`config.mk`:
```
export PLATFORM = sky130hd
export DESIGN_NAME = bop_ring
export DESIGN_NICKNAME = d
export VERILOG_FILES = /design/src/rtl/bop_ring.sv
export SDC_FILE = /design/constraint.sdc
export NUM_CORES = 1
export LEC_CHECK = 0
export CORE_MARGIN = 1.5
export CORE_UTILIZATION = 49
export DETAILED_ROUTE_END_ITERATION = 10
export PLACE_DENSITY = 0.75
export SLEW_MARGIN = 10
export SYNTH_ARGS = -nofsm -noshare
export SYNTH_HDL_FRONTEND = slang
export SYNTH_SLANG_ARGS = --single-unit
```
`constraint.sdc`:
```
create_clock -name s_clk_i -period 2.8 [get_ports s_clk_i]
set_input_delay 0.56 -clock s_clk_i [delete_from_list [all_inputs] [get_ports s_clk_i]]
set_output_delay 0.56 -clock s_clk_i [all_outputs]
set_load 0.02 [all_outputs]
```
`src/rtl/bop_ring.sv`:
```
// -----------------------------------------------------------------------------
// bop_ring -- buffer of predictions, parametrised register-based ring FIFO.
//
// Holds predicted target addresses from the front-end predictor until the
// matching instruction is evaluated in MA, where the head entry is popped.
// Adds an occupancy count, a programmable almost-full threshold, optional
// per-entry even parity on stored predictions, and sticky overflow/underflow
// diagnostics.
//
// Ports:
//   s_clk_i          clock, all state updates on its rising edge
//   s_reset_i        synchronous active-high reset
//   s_flush_i        discard all entries (beats push/pop)
//   s_push_i         write s_data_i at the tail
//   s_pop_i          remove the head entry
//   s_clr_err_i      clear the sticky flags (a same-cycle event wins)
//   s_data_i         prediction to push
//   s_data_o         head entry data (undefined when empty)
//   s_entry_ready_o  head valid (count != 0)
//   s_full_o         count == DEPTH
//   s_afull_o        0 < free entries <= AFULL_FREE
//   s_count_o        occupied entries
//   s_perr_o         head parity mismatch (0 when PARITY == 0)
//   s_ovf_o          sticky: push dropped because full
//   s_udf_o          sticky: pop while empty
// -----------------------------------------------------------------------------
module bop_ring #(
  parameter int unsigned WIDTH      = 32,
  parameter int unsigned DEPTH      = 4,
  parameter int unsigned AFULL_FREE = 1,
  parameter int unsigned PARITY     = 1,
  localparam int unsigned CW        = $clog2(DEPTH + 1),
  localparam int unsigned PW        = (DEPTH > 1) ? $clog2(DEPTH) : 1
) (
  input  logic             s_clk_i,
  input  logic             s_reset_i,
  input  logic             s_flush_i,
  input  logic             s_push_i,
  input  logic             s_pop_i,
  input  logic             s_clr_err_i,
  input  logic [WIDTH-1:0] s_data_i,
  output logic [WIDTH-1:0] s_data_o,
  output logic             s_entry_ready_o,
  output logic             s_full_o,
  output logic             s_afull_o,
  output logic [CW-1:0]    s_count_o,
  output logic             s_perr_o,
  output logic             s_ovf_o,
  output logic             s_udf_o
);

  logic [DEPTH-1:0][WIDTH-1:0] data_q, data_d;
  logic [PW-1:0]               wp_q, wp_d;
  logic [PW-1:0]               rp_q, rp_d;
  logic [CW-1:0]               cnt_q, cnt_d;
  logic                        ovf_q, ovf_d;
  logic                        udf_q, udf_d;

  logic is_full, is_empty;
  logic push_ok, pop_ok, ovf_evt, udf_evt, we;
  logic [CW-1:0] free_cnt;

  assign is_full  = (cnt_q == CW'(DEPTH));
  assign is_empty = (cnt_q == '0);

  // A push into a full ring is still accepted when the head leaves the same cycle.
  assign push_ok = s_push_i & (~is_full | s_pop_i);
  assign pop_ok  = s_pop_i & ~is_empty;
  assign ovf_evt = s_push_i & is_full & ~s_pop_i;
  assign udf_evt = s_pop_i & is_empty;
  assign we      = push_ok & ~s_flush_i;

  // NOTE: every variable written in always_comb is given a default first, so
  // no path leaves it unassigned and no latch is inferred.
  always_comb begin
    wp_d   = wp_q;
    rp_d   = rp_q;
    cnt_d  = cnt_q;
    data_d = data_q;
    ovf_d  = ovf_q & ~s_clr_err_i;
    udf_d  = udf_q & ~s_clr_err_i;

    if (s_flush_i) begin
      // Flush drops everything, ignores same-cycle push/pop, keeps the flags.
      wp_d  = '0;
      rp_d  = '0;
      cnt_d = '0;
    end else begin
      if (push_ok) begin
        data_d[wp_d] = s_data_i;
        wp_d = (wp_q == PW'(DEPTH - 1)) ? '0 : wp_q + PW'(1);
      end
      if (pop_ok) begin
        rp_d = (rp_q == PW'(DEPTH - 1)) ? '0 : rp_q + PW'(1);
      end
      cnt_d = cnt_q + CW'(push_ok) - CW'(pop_ok);
      ovf_d = ovf_d | ovf_evt;
      udf_d = udf_d | udf_evt;
    end
  end

  // NOTE: sequential state is updated only with non-blocking assignments so
  // every flop samples the pre-edge values regardless of process order.
  always_ff @(posedge s_clk_i) begin
    if (s_reset_i) begin
      wp_q  <= '0;
      rp_q  <= '0;
      cnt_q <= '0;
      ovf_q <= 1'b0;
      udf_q <= 1'b0;
    end else begin
      wp_q  <= wp_d;
      rp_q  <= rp_d;
      cnt_q <= cnt_d;
      ovf_q <= ovf_d;
      udf_q <= udf_d;
    end
  end

  // NOTE: entry storage has no reset; validity is tracked by the counter,
  // so clearing the array would only cost a reset net on every data flop.
  always_ff @(posedge s_clk_i) begin
    data_q <= data_d;
  end

  if (PARITY != 0) begin : g_par
    logic [DEPTH-1:0] par_q, par_d;

    always_comb begin
      par_d = par_q;
      if (we) par_d[wp_q] = ^s_data_i;
    end

    always_ff @(posedge s_clk_i) begin
      par_q <= par_d;
    end

    assign s_perr_o = s_entry_ready_o & (par_q[rp_q] != ^data_q[rp_q]);
  end else begin : g_nopar
    assign s_perr_o = 1'b0;
  end

  assign free_cnt        = CW'(DEPTH) - cnt_q;
  assign s_data_o        = data_q[rp_q];
  assign s_entry_ready_o = ~is_empty;
  assign s_full_o        = is_full;
  assign s_afull_o       = (free_cnt != '0) && (free_cnt <= CW'(AFULL_FREE));
  assign s_count_o       = cnt_q;
  assign s_ovf_o         = ovf_q;
  assign s_udf_o         = udf_q;

endmodule

```
# Word-level counts from Yosys, hierarchy flattened
# Cells that the tools add are included.
[word_totals] reg_bits=141 in_bits=38 out_inout_bits=41 word_cells=62
[classes] add_sub_neg=5 magnitude_cmp=4 eq_ne=4 muxes=14 n_bitwise=17 n_reduce_logical=8
[ops] cell="$bwmux 128" n=1
[ops] cell="$bmux 32 s2" n=1
[ops] cell="$demux 32 s2" n=1
[ops] cell="$mux 32" n=2
[ops] cell="$reduce_xor 32->1" n=2
[ops] cell="$and 1x1->1" n=9
[ops] cell="$lt 2x3->1 const B" n=2
[ops] cell="$not 1->1" n=5
[ops] cell="$add 2x1->2 const B" n=2
[ops] cell="$bwmux 4" n=1
[ops] cell="$eq 2x2->1 const B" n=2
[ops] cell="$mux 1" n=4
[ops] cell="$mux 2" n=2
[ops] cell="$add 3x1->3" n=1
[ops] cell="$eq 3x3->1 const B" n=1
[ops] cell="$le 3x1->1 const B" n=1
[ops] cell="$logic_not 3->1" n=1
[ops] cell="$or 1x1->1" n=3
[ops] cell="$reduce_bool 3->1" n=1
[ops] cell="$sub 3x1->3" n=1
[ops] cell="$sub 3x3->3 const A" n=1
[ops] cell="$bmux 1 s2" n=1
[ops] cell="$demux 1 s2" n=1
[ops] cell="$ge 2x1->1 const B" n=1
[ops] cell="4 further kinds" n=5

# Depth between registers and ports, before layout
# Gate-level depths: netlist of the first run.
[logic_depth] ltp_word=6 mapped_depth=13 depth_no_buf=13

# Least setup slack after synthesis of the first run
# Ideal clock, no wire load.
[synth_path] path_kind="reg-to-output" start="register rp_q[0]" end="output port s_perr_o" arrival_time_ps=2542 required_time_ps=2240 slack_ps=-302 path_stages_with_launch=9 path_buffers=2 path_cell_list="dfxtp_1 buf_6 buf_12 mux4_1 xor2_1 xnor2_1 xnor2_1 xnor3_1 mux2_4"
[synth_via] elab_chain_len=5 word_cells_on_any_way=7 classes_between="1 x eq/ne; 4 x mux; 1 x bitwise; 1 x reduce/logical"
[synth_lines] element="from (decl)" line="54" rtl="logic [PW-1:0] rp_q, rp_d;"
[synth_lines] element="from (signal assigned)" line="113" rtl="rp_q <= rp_d;"
[synth_lines] element="$bmux 32 s2"
[synth_lines] element="$mux 32"
[synth_lines] element="net s_data_o[4]" line="42" rtl="output logic [WIDTH-1:0] s_data_o,"
[synth_lines] element="$reduce_xor 32->1" line="138" rtl="assign s_perr_o = s_entry_ready_o & (par_q[rp_q] != ^data_q[rp_q]);"
[synth_lines] element="$ne 1x1->1" line="138"
[synth_lines] element="$and 1x1->1" line="138"
[synth_lines] element="to (decl)" line="47" rtl="output logic s_perr_o,"
# The timed path passes the listed nets, and every way through them passes these cells. The select of a mux whose other input is x is not followed.

# Worst setup path after layout of the first run
[layout_path] start="register rp_q[0]" end="output port s_perr_o"
[layout_via] elab_chain_len=5 word_cells_on_any_way=7 classes_between="1 x eq/ne; 4 x mux; 1 x bitwise; 1 x reduce/logical"
[layout_lines] element="$bmux 32 s2" line="138"
[layout_lines] element="$mux 32 (implied by the code)" line="138"
[layout_lines] element="$reduce_xor 32->1" line="138"
[layout_lines] element="$ne 1x1->1 *" line="138"
[layout_lines] element="$and 1x1->1 *" line="138"
# Every way passes the cells marked *; elsewhere a longest branch is shown, timed or not. The select of a mux whose other input is x is not followed.

==> flow_metrics.tcl, run 1 <==
set metrics [dict create \
    synthArstFlopShare_pct 0 \
    fp.dieArea_um2 12790 \
    setup_slack_ps -755.5 \
    synth_fp_nets 351 \
    grt_pass1_wl_um 17430 \
    syn-instance-count 301 \
    drive_gt1_share_pct 30.18 \
    finalNetCount 491 \
    maxSlewViolCount 0 \
    hold_class "register to register" \
    rows 40 \
    postCtsHoldBufs 0 \
    critPathCaptureType "output port" \
    min_period_ps 3556 \
    drc 0 \
    fin_util_pct 67.37 \
    crit_slowest_cell "mux4_2" \
    initial_core_util_pct 49.85 \
    core_um2 11910 \
    setup_viol 1 \
    clkLatencyLatePin_ps 410 \
    clock_skew_ps 5.622 \
    gp_congestion 0.7322 \
    ys_seq_area_share_pct 69.79 \
    overflow 0 \
    p_total_mw 5.739 \
    ys_warn_count 0 \
    area_growth_pct 35.15 \
    tns_ps -755.5 \
    hp-start "s_ovf_o" \
    rsz0062_at_grt "true" \
    dr_wl_met3_um 402 \
    crit_chain "buf_12 > mux4_2 > xnor2_1 > xnor2_2 > xnor2_1 > xnor3_1 > mux2_4 > buf_6" \
    portBuffers 78 \
    hold_violations 0 \
    grt_max_degree 24 \
    violations "setup timing" \
    antennaDiodeCount 0 \
    num_vias 3144 \
    regToRegEndpoint "s_count_o[2]" \
    grt_antenna_before_repair 0 \
    timing.hold.ws_ps 498.3 \
    start_kind "register" \
    power_density_nw_per_um2 715.1 \
    drt-pass1-iter-count 4 \
    cts_tree "yes" \
    synth_edf_count 132 \
    min_to "s_ovf_o" \
    slew_headroom_pct 77.87 \
    fin_crit_sh_pct 127.0 \
    leakage_nw 2.847 \
    syn_avg_cell_area_um2 19.73 \
    synth-main-ff-cell "edfxtp_1" \
    chipWidth_um 113.1 \
    cpPeakStageDelay_ps 530 \
    crit_top_cell "xnor2_1" \
    critPathMaxFanout 11 \
    routed.top_layer "met4" \
    viasPerCell 5.231 \
    met1Wirelength_um 4605 \
    fp.dieH_um 113.1 \
    rrSetupSlack_ps 290 \
    worst_pin_slew_ps 329.6 \
    required_ps 2240 \
    hold_depth 2 \
    synth_cell_types 28 \
    track_usage_pct 18.87 \
    post-route-cell-area_um2 8025 \
    met2WireLength_um 6003 \
    clkTransAtPathRegs_ps 60 \
    cts.path.max_buffers 2 \
    r2r.worst_path.cells 13 \
    fmax_mhz 281.3 \
    worstSetupPathType "register to output port" \
    drt-wirelength-per-cell_um 18.64 \
    r2r-start "s_count_o[0]" \
    dp.final_hpwl_um 7390 \
    drv_cap 0 \
    synth.ff_latch_count 141 \
    drt_iter0_markers 165 \
    syn_area_um2 5938 \
    place_area_um2 7216 \
    htreeDepth 4 \
    routed_wl_um 11200 \
    grt_pass1_vias 3416 \
    outcome "complete, but fails checks" \
    crit_arrival_ps 3000 \
    cts_num_sinks 141 \
    ant_nets 0 \
    ir_worst_vdd_mv 0.4535 \
    cts_buffers 17 \
    root_buffer "clkbuf_16" \
    io_pins 79 \
]
-- critical path, delay by kind of cell, from the launching register on --
kind | cells | cell delay (ps)
buf+inv | 2 | 290
flops | 1 | 390
mux | 2 | 850
xor+xnor | 4 | 1040
-- area by class of cell --
cell class | instances | area, um2
sequential | 141 | 4149
inverter | 11 | 41.29
clock inverter | 11 | 214.0
timing repair buffer | 130 | 1241
fill | 828 | 3886
tap | 147 | 183.9
multi-input combinational | 140 | 1735
clock buffer | 21 | 460.4
-- power breakdown --
part	internal, mW	total, mW	switching, mW	leakage, nW
Clock	1.71	2.52	0.804	0.323
Combinational	0.438	0.822	0.384	1.25
Sequential	2.38	2.40	0.0155	1.27
Total	4.53	5.74	1.20	2.85
-- how the worst max path moves through the flow --
| stage | slack, ps | cells past startpoint | to | start |
|---|---|---|---|---|
| after floorplan | -200 | 8 | s_perr_o | rp_q[0] |
| after global placement | -760 | 8 | s_perr_o | rp_q[0] |
| after detailed placement | -790 | 8 | s_perr_o | rp_q[0] |
| after CTS | -830 | 10 | s_perr_o | rp_q[0] |
| after global routing | -850 | 8 | s_perr_o | rp_q[0] |
| final | -760 | 8 | s_perr_o | rp_q[0] |
-- metal layers --
layer | up-vias | track usage (%)
met3 | 17 | 4.285
met2 | 75 | 33.78
li1 | 1439 | -
met1 | 1613 | 22.04
met4 | 0 | 7.750
met5 | - | 0
-- logic make-up after synthesis --
kind of cell               count (synthesis)  synth area share (%)
adders and majority gates                 12                 2.655
DFF                                      141                 69.79
buffers and inverters                     20                 1.812
and+or+nand+nor                           24                 1.917
AOI/OAI and AO/OA                          5                0.5055
xor gates and xnor gates                  62                 9.735
muxes                                     37                 13.59
-- per-stage QoR --
stage	worst slack (ps)	cells
6_report	-755.5	601
5_1_grt	-852.3	601
4_1_cts	-827.8	601
3_5_place_dp	-794.8	560
3_3_place_gp	-760.8	560
2_1_floorplan	-195.6	301
-- cells in the mapped netlist, types with 4 or more instances --
cell      count  area, um2
nor2_1       14      52.55
edfxtp_1    132       3964
buf_2         4      20.02
xor2_1        7      61.31
inv_1        11      41.29
xnor2_1      52      455.4
dfxtp_1       9      180.2
mux4_1        5      131.4
and2_1        5      31.28
ha_1         11      137.6
mux4_2       28      630.6
-- cells in the final DEF, fill, tap and decap left out, types with 5 or more instances in the layout --
cell type / netlist / layout
ha_1: 11 / 11
edfxtp_1: 132 / 132
xor2_1: 7 / 7
bufinv_16: 0 / 6
dlygate4sd2_1: 0 / 14
xnor2_2: 1 / 10
mux4_2: 28 / 33
clkbuf_16: 0 / 17
xnor2_1: 52 / 43
nor2_1: 14 / 14
and2_1: 5 / 5
dfxtp_1: 9 / 7
buf_12: 1 / 6
inv_1: 11 / 11
buf_4: 1 / 46
clkdlybuf4s50_1: 0 / 52
-- sequential cells by signal, summed over array words and instances, names as in the netlist --
register     flops
data_q         128
rp_q             2
wp_q             2
g_par.par_q      4
s_count_o        3
s_udf_o          1
s_ovf_o          1
-- timing repair --
action	CTS	global route
resized for setup	33	28
endpoints found under the hold margin	0	0
endpoints found under the setup margin	17	8
setup buffers	9	0
pin swaps	9	3
Power figures use the tool's default switching activity.
==> inputs of run 2 (changes only) <==
- CORE_MARGIN: 1.5 -> default
- TNS_END_PERCENT: default -> 5
==> run 2 against run 1 <==
  * The flow finishes with violations (DRC, setup timing)
  * Cell count decreased by 0.17%
  * Worst setup slack got worse by 14 ps
  * Clock skew about the same
  * Non-clock buffer count increased by 3
  * Fmax decreased by 0.39%
  * Critical path type unchanged
==> flow_metrics.tcl, run 2 (synthesis results as in run 1) <==
set metrics [dict create \
    hold_class "register to register" \
    cp_top_family "XOR/XNOR gates" \
    drc 5 \
    grt_antenna_before_repair 0 \
    cpPeakStageDelay_ps 530 \
    initial_core_util_pct 51.13 \
    overflow 0 \
    slew_headroom_pct 76.80 \
    grt_pass1_vias 3413 \
    grt_pass1_wl_um 17530 \
    fp.dieArea_um2 12560 \
    hold_violations 0 \
    crit_arrival_ps 3010 \
    clkLatencyLatePin_ps 400 \
    hp-start "s_ovf_o" \
    use_met3_pct 4.590 \
    worstSetupPathType "register to output port" \
    drt-wirelength-per-cell_um 18.27 \
    clkTransAtPathRegs_ps 50 \
    crit_chain "buf_12 > buf_8 > mux4_2 > xor2_1 > xnor2_1 > xnor2_1 > xnor3_1 > mux2_4 > buf_6" \
    viasPerCell 5.168 \
    crit_top_cell "xnor2_1" \
    drive_gt1_share_pct 31.07 \
    hold_depth 2 \
    leakage_nw 2.725 \
    ir_worst_vdd_mv 0.3696 \
    regToRegEndpoint "s_count_o[2]" \
    fp.dieH_um 112.1 \
    critPathMaxFanout 7 \
    dp.final_hpwl_um 7300 \
    largest_reg_flops 128 \
    min_to "s_ovf_o" \
    cts_buffers 17 \
    place_area_um2 7228 \
    crit_slowest_cell "mux4_2" \
    required_ps 2240 \
    clock_skew_ps 5.895 \
    postCtsHoldBufs 0 \
    rrSetupSlack_ps 290 \
    track_usage_pct 19.17 \
    crit_buf_inv 3 \
    core_um2 11610 \
    post-route-cell-area_um2 7785 \
    cts_tree "yes" \
    max_flop_register "data_q" \
    worst_pin_slew_ps 345.6 \
    setup_viol 1 \
    fmax_mhz 280.2 \
    routed_wl_um 10960 \
    power_density_nw_per_um2 658.8 \
    final_common_cell "edfxtp_1" \
    p_total_mw 5.128 \
    fin_crit_sh_pct 127.5 \
    drt-pass1-iter-count 7 \
    final_cells 600 \
    r2r.worst_path.cells 12 \
    area_growth_pct 31.10 \
    busiest_layer "met2" \
    drv_cap 0 \
    io_pins 79 \
    critPathCaptureType "output port" \
    cts_num_sinks 141 \
    portBuffers 78 \
    htreeDepth 4 \
    final_cell_mix "edfxtp_1, buf_4, clkdlybuf4s50_1, xnor2_1, mux4_2" \
    num_vias 3101 \
    finalNetCount 494 \
    placedCellCount 560 \
    antennaDiodeCount 0 \
    violations "DRC, setup timing" \
    ant_nets 0 \
    root_buffer "clkbuf_16" \
    r2r-start "s_count_o[1]" \
    setup_slack_ps -769.3 \
    grt_util_met1_pct 23.20 \
    rsz0062_at_grt "true" \
    chipWidth_um 112.1 \
    outcome "complete, but fails checks" \
    min_period_ps 3569 \
    drt_iter0_markers 123 \
    rows 39 \
    start_kind "register" \
    grt_max_degree 19 \
    grtUsageMet2_pct 33.62 \
    cts.path.max_buffers 2 \
    gp_congestion 0.7018 \
    maxSlewViolCount 0 \
]
==> run 2: cell types whose count changed in the layout (fill, tap and decap cells not counted), sizes merged, moves of 3 or more <==
cell,change
clkbuf,-6
dlygate4sd2,-14
bufinv,-6
clkinv,+6
inv,+3
clkdlybuf4s50,+3
buf,+19
==> run 2: where the power goes <==
group | internal [mW] | switching (mW)
Sequential | 2.38 | 0.0154
Clock | 1.12 | 0.816
Combinational | 0.424 | 0.367
Total | 3.93 | 1.20
==> run 2: timing repair <==
action                     in CTS  in global routing
pin swaps                       6                  2
buffers inserted                8                  0
resized for setup              32                  1
gates cloned                    0                  0
setup endpoints to repair      16                  2
==> run 2: worst max-delay path by stage <==
stage	startpoint	endpoint	depth (start not counted)
after detailed placement	rp_q[0]	s_perr_o	8
final	rp_q[0]	s_perr_o	9
after global placement	rp_q[0]	s_perr_o	8
after CTS	rp_q[0]	s_perr_o	9
after global routing	rp_q[0]	s_perr_o	9
after floorplan	rp_q[0]	s_perr_o	8
==> run 2: routing by layer <==
metal | vias up | routed length (um)
met1 | 1550 | 4369
met3 | 6 | 612
met5 | - | 0
met2 | 96 | 5910
met4 | 0 | 72
li1 | 1449 | -
==> run 2: metrics by stage <==
stage	hold WS, ps	TNS [ps]	util (%)	worst slack, ps
final	507.4	-769.3	67.03	-769.3
after global placement	471.1	-729.5	62.24	-729.5
after global routing	530.4	-872.9	67.03	-872.9
after floorplan	517.5	-195.6	-	-195.6
after detailed placement	498.1	-771.7	62.24	-771.7
after CTS	510.2	-797.5	67.01	-797.5
==> run 2: final cells by class <==
class	count	area, um2
Clock buffer	17	425.4
Clock inverter	15	98.84
Fill cell	783	3829
Inverter	11	41.29
Multi-Input combinational cell	140	1687
Sequential cell	141	4148
Tap cell	143	178.9
Timing Repair Buffer	133	1206
==> run 2: worst register-to-register path, cell delays in order, from the launching register on <==
cell	delay, ps
dfxtp_1	430
inv_1	70
ha_1	200
ha_1	230
nor2b_1	210
ha_1	260
inv_1	60
ha_1	130
inv_1	50
fa_1	370
xnor2_1	180
xnor2_1	140
nor2_1	60
==> inputs of run 3 (changes only) <==
- CTS_CLUSTER_DIAMETER: default -> 60
==> results of run 3 <==
Final layout, timing and power as in run 2 (identical DEF).
==> RTL edit 1: new RTL, settings of run 2 <==
The parameter `DEPTH` goes from 4 to 8.
--- a/src/rtl/bop_ring.sv
+++ b/src/rtl/bop_ring.sv
@@ -27,5 +27,5 @@
 module bop_ring #(
   parameter int unsigned WIDTH      = 32,
-  parameter int unsigned DEPTH      = 4,
+  parameter int unsigned DEPTH      = 8,
   parameter int unsigned AFULL_FREE = 1,
   parameter int unsigned PARITY     = 1,
Interface: changed (resized s_count_o); port bits go from 79 to 80. No check against the original RTL was run, so the function may have changed too.
==> RTL edit 1 against run 2 <==
Final cell count rose by 75%; synthesized area rose by 93%; routed wire length is 120% higher; largest cell class unchanged; sequential share of layout area increased by 3.6 points; worst setup slack worse by 0.69 ns; first-iteration DRC count rose to 3.7 times the old value; die area increased by 91%; critical path depth is 3 higher; the flow finishes with violations (negative setup slack); non-clock buffer count is 26 higher; sequential cell count grew 135; cell area increased by 85%; total power up 87%; via count increased by 86%; clock power rose by 87%.
==> RTL edit 1: results (changes against run 2) <==
total CTS buffers: 28 (+11)
Clk Latency, worst-skew pair: 0.53 ns (+0.13 ns)
Synth Instances: 548 (+82%)
clk sinks: 276 (+96%)
DR iter-0 viols: 454 (+270%)
most frequent cells after synthesis: edfxtp_1 (264), mux4_2 (56), xnor2_1 (44)
DP HPWL: 14,260 um (+95%)
sequential element share of the synthesized area: 71.37% (+1.6 points)
Critical Path AT: 3.70 ns (+0.69 ns)
Root Driver: clkbuf_16
fillcell total: 1,495 (+91%)
final setup TNS: -4.371 ns (-3.602 ns)
placed inst area: 13,220 um^2 (+83%)
comb_multi_in: 243 (+74%)
met3 Use GR: 2.998% (-1.6 points)
comb pwr: 1.31 mW (+66%)
CP most frequent cell: buf_6
Placement Setup Slack: -1.435 ns (-0.6629 ns)
syn_nets: 598 (+70%)
Power Density: 667.7 nW/um^2 (+1.4%)
CP Max Fanout: 4 (-3)
Post-synth EDFFs: 264 (+100%)
Max clock buf depth: 3 (+1)
share of layout cells above drive strength 1: 36.04% (+5.0 points)
drt first pass iters: 4 (-3)
Layout area overhead: 25.66%
DRC Markers: 0 (-5)
core area: 22,780 um^2 (+96%)
max reg flops: 256 (+100%)
Clock buf/inv share: 6.325% (-0.41 points)
Seq area share: 56.84% (+3.6 points)
Final WS setup: -1.456 ns (-0.6867 ns)
failing checks: negative setup slack
Layout non-clock buf frac: 11.77% (-3.7 points)
largest net degree at the start of global routing: 34 (+15)
initial antenna violation count: 1 (+1)
Final Instance Count excl. Fillers: 1,051 (+75%)
largest cells by area after synthesis: edfxtp_1 (69%), mux4_2 (11%), xnor2_1 (3.4%)
Routed WL: 24,160 um (+120%)
# H-tree levels: 1 (-3)
final net count: 766 (+55%)
overall routing resource usage: 20.83% (+1.7 points)
Clock Buffer Count: 37 (+20)
status: finished with violations
Worst VDD drop: 0.0003809 V (+3.0%)
number of non-clock inverters: 8 (-3)
LEAKAGE: 4.766 nW (+75%)
Inst Count DP: 984 (+76%)
skew final: 0.01122 ns (+0.005325 ns)
first-pass GRT wire length: 36,770 um (+110%)
Non-Clock Buffer Count: 159 (+20%)
final setup violation count: 26 (+25)
M2 GR Usage: 35.25% (+1.6 points)
PortBufs: 79 (+1.3%)
vias: 5,765 (+86%)
GP Congestion: 0.7776 (+11%)
GRT met1 Usage: 28.29% (+5.1 points)
## RTL edit 1: repair_timing
action | in CTS | in global routing
pin swaps | 10 | 4
setup endpoints to repair | 33 | 30
cloned | 1 | 0
gates resized for setup | 115 | 45
setup buffers | 10 | 4
## RTL edit 1: worst paths after layout
check	startpoint	to	slack, ns	cells past startpoint
setup / recovery	rp_q[0]$_SDFFE_PP0P_	s_perr_o	-1.46	12
hold / removal	s_udf_o$_SDFF_PP0_	s_udf_o$_SDFF_PP0_	0.46	2
setup reg to reg	s_count_o[2]$_SDFF_PP0_	s_count_o[2]$_SDFF_PP0_	0.36	12
hold reg to reg	s_udf_o$_SDFF_PP0_	s_udf_o$_SDFF_PP0_	0.46	2
## RTL edit 1: logic make-up after synthesis
logic type,synth area share [%]
fa+ha+maj,1.377
buf+inv,1.880
mux,17.40
simple gates,1.596
xor+xnor,5.772
compound gates,0.6012
flops,71.37
==> RTL edit 2: new RTL, flow settings as in run 2 <==
Without the edit above. Reset style: asynchronous (`s_reset_i`), changed in one clocked block. Comments in the files are not updated.
--- a/src/rtl/bop_ring.sv
+++ b/src/rtl/bop_ring.sv
@@ -102,5 +102,5 @@
   // NOTE: sequential state is updated only with non-blocking assignments so
   // every flop samples the pre-edge values regardless of process order.
-  always_ff @(posedge s_clk_i) begin
+  always_ff @(posedge s_clk_i or posedge s_reset_i) begin
     if (s_reset_i) begin
       wp_q  <= '0;
Function: differs if s_reset_i is asserted again (counterexample within 4 cycles, from zero or initial values and one cycle with s_reset_i high); with s_reset_i held inactive, the same outputs for 4 cycles.
==> RTL edit 2 against run 2 <==
The flow finishes with violations (negative setup slack); critical endpoint unchanged; synthesized cell count decreased by 1.0%; non-clock buffer count rose by 3; sequential cell count unchanged; cell area up 2.7%; clock skew is 0.0012 ns higher; final cell count is the same; routed wire length up 4.8%; synthesized area increased by 0.65%; worst setup slack worse by 0.082 ns; register-to-register slack better by 0.11 ns.
Power is not compared: it rests on default switching activity, and its combinational part moved more than twofold at a synthesized area within 25%.
==> RTL edit 2: results (changes against run 2) <==
Sw Share: 29.12%
skew final: 0.007118 ns (+0.001223 ns)
GRT met1 Usage: 23.72% (+0.52 points)
Post-synth EDFFs: 132 (unchanged)
M2 GR Usage: 34.08% (+0.46 points)
GP Congestion: 0.7303 (+4.1%)
Worst-Margin Slew: 0.3869 ns (+0.04139 ns)
vias: 3,157 (+1.8%)
Worst-path clk slew: 0.05 ns (about the same)
worst r2r dst: s_count_o[2]$_DFF_PP0_
Max clock buf depth: 2 (unchanged)
DR iter-0 viols: 189 (+54%)
r2r setup slk: 0.40 ns (+0.11 ns)
share of layout cells above drive strength 1: 35.23% (+4.2 points)
asr flop ratio synth: 6.383% (+6.4 points)
overall routing resource usage: 19.82% (+0.65 points)
Critical Path AT: 3.09 ns (+0.08 ns)
DP HPWL: 7114 um (-2.5%)
RR Startpoint: s_count_o[0]$_DFF_PP0_
most frequent cells after synthesis: edfxtp_1 (132), xnor2_1 (51), mux4_2 (28)
failing checks: negative setup slack
Worst VDD drop: 0.0005622 V
largest register by flop count: data_q
HP Class: in -> async
PortBufs: 78 (unchanged)
fillcell total: 741 (-5.4%)
first-pass GRT wire length: 17,970 um (+2.5%)
drt first pass iters: 4 (-3)
# H-tree levels: 4 (unchanged)
largest net degree at the start of global routing: 34 (+15)
final setup violation count: 1 (unchanged)
CP Max Fanout: 6 (-1)
sequential element share of the synthesized area: 70.09% (+0.30 points)
Routed WL: 11,490 um (+4.8%)
Final WS setup: -0.8514 ns (-0.08208 ns)
total CTS buffers: 17 (unchanged)
met3 Use GR: 5.292% (+0.70 points)
vias in the first global route: 3,433 (+0.59%)
status: finished with violations
Placement Setup Slack: -0.8403 ns (-0.06864 ns)
syn_nets: 348 (-0.85%)
largest cells by area after synthesis: edfxtp_1 (66%), mux4_2 (11%), xnor2_1 (7.5%)
[RTL edit 2: timing repair]
action                                  CTS  global route
hold endpoints to repair                  0             0
resized for setup                        44            11
setup buffers                             5             7
endpoints found under the setup margin   30             3
pin swaps                                 7             7
cloned                                    1             0
[RTL edit 2: per-stage QoR]
step           setup TNS, ns  cells  hold WS [ns]  area (um^2)  utilization, %
2_1_floorplan         -7.436    298        0.3879         5977               -
3_3_place_gp         -0.8256    555        0.5308         7291           62.51
3_5_place_dp         -0.8403    555        0.5325         7291           62.51
4_1_cts              -0.8571    593        0.4273         7879           67.56
5_1_grt              -0.9627    600        0.4494         7996           68.57
6_report             -0.8514    600        0.4346         7996           68.57
[RTL edit 2: cells by family after synthesis]
group / Yosys count / synth area share [%]
DFF: 141 / 70.09
xor gates and xnor gates: 62 / 9.671
muxes: 36 / 13.33
buffers and inverters: 21 / 1.863
and+or+nand+nor: 21 / 1.779
adders and majority gates: 12 / 2.638
AOI/OAI and AO/OA: 5 / 0.6281
[RTL edit 2: area by class of cell]
class	instances	area [um^2]	share of cell area, %
multi-input combinational	136	1734	21.69
sequential	141	4190	52.40
tap	143	178.9	2.238
clock inverter	13	125.1	1.565
inverter	12	45.04	0.5633
clock buffer	19	432.9	5.414
timing repair buffer	136	1290	16.13
[RTL edit 2: worst max path at each step]
stage / cells past startpoint / startpoint / slack (ns) / to
finish: 10 / rp_q[0]$_DFFE_PP0P_ / -0.85 / s_perr_o
global placement: 8 / rp_q[0]$_DFFE_PP0P_ / -0.83 / s_perr_o
global route: 10 / rp_q[0]$_DFFE_PP0P_ / -0.96 / s_perr_o
floorplan: 8 / rp_q[0]$_DFFE_PP0P_ / -0.21 / s_perr_o
detailed placement: 8 / rp_q[0]$_DFFE_PP0P_ / -0.84 / s_perr_o
CTS: 9 / rp_q[0]$_DFFE_PP0P_ / -0.86 / s_perr_o
[RTL edit 2: critical path: stages, from the launching register on]
cell and delay [ns]:
dfrtp_2 0.42, buf_6 0.12, buf_12 0.11, buf_12 0.10, mux4_2 0.53, xor2_2 0.21, xnor2_2 0.22, xnor2_2 0.16
xnor3_1 0.36, mux2_4 0.31, buf_6 0.13
[RTL edit 2: power groups by stage]
| stage | Sequential, mW | Combinational [mW] | Clock [mW] |
|---|---|---|---|
| 2_1_floorplan | 2.58 | 1.88 | 0 |
| 3_3_place_gp | 2.55 | 2.99 | 0 |
| 3_5_place_dp | 2.56 | 3.02 | 0 |
| 4_1_cts | 2.53 | 3.11 | 2.12 |
| 5_1_grt | 2.53 | 3.43 | 2.21 |
| 6_report | 2.52 | 3.22 | 2.09 |
[RTL edit 2: routing by layer]
metal / up-vias / part of all wire (%)
li1: 1444 / -
met1: 1594 / 40
met2: 105 / 52
met3: 14 / 5.8
met4: 0 / 1.5
met5: - / 0
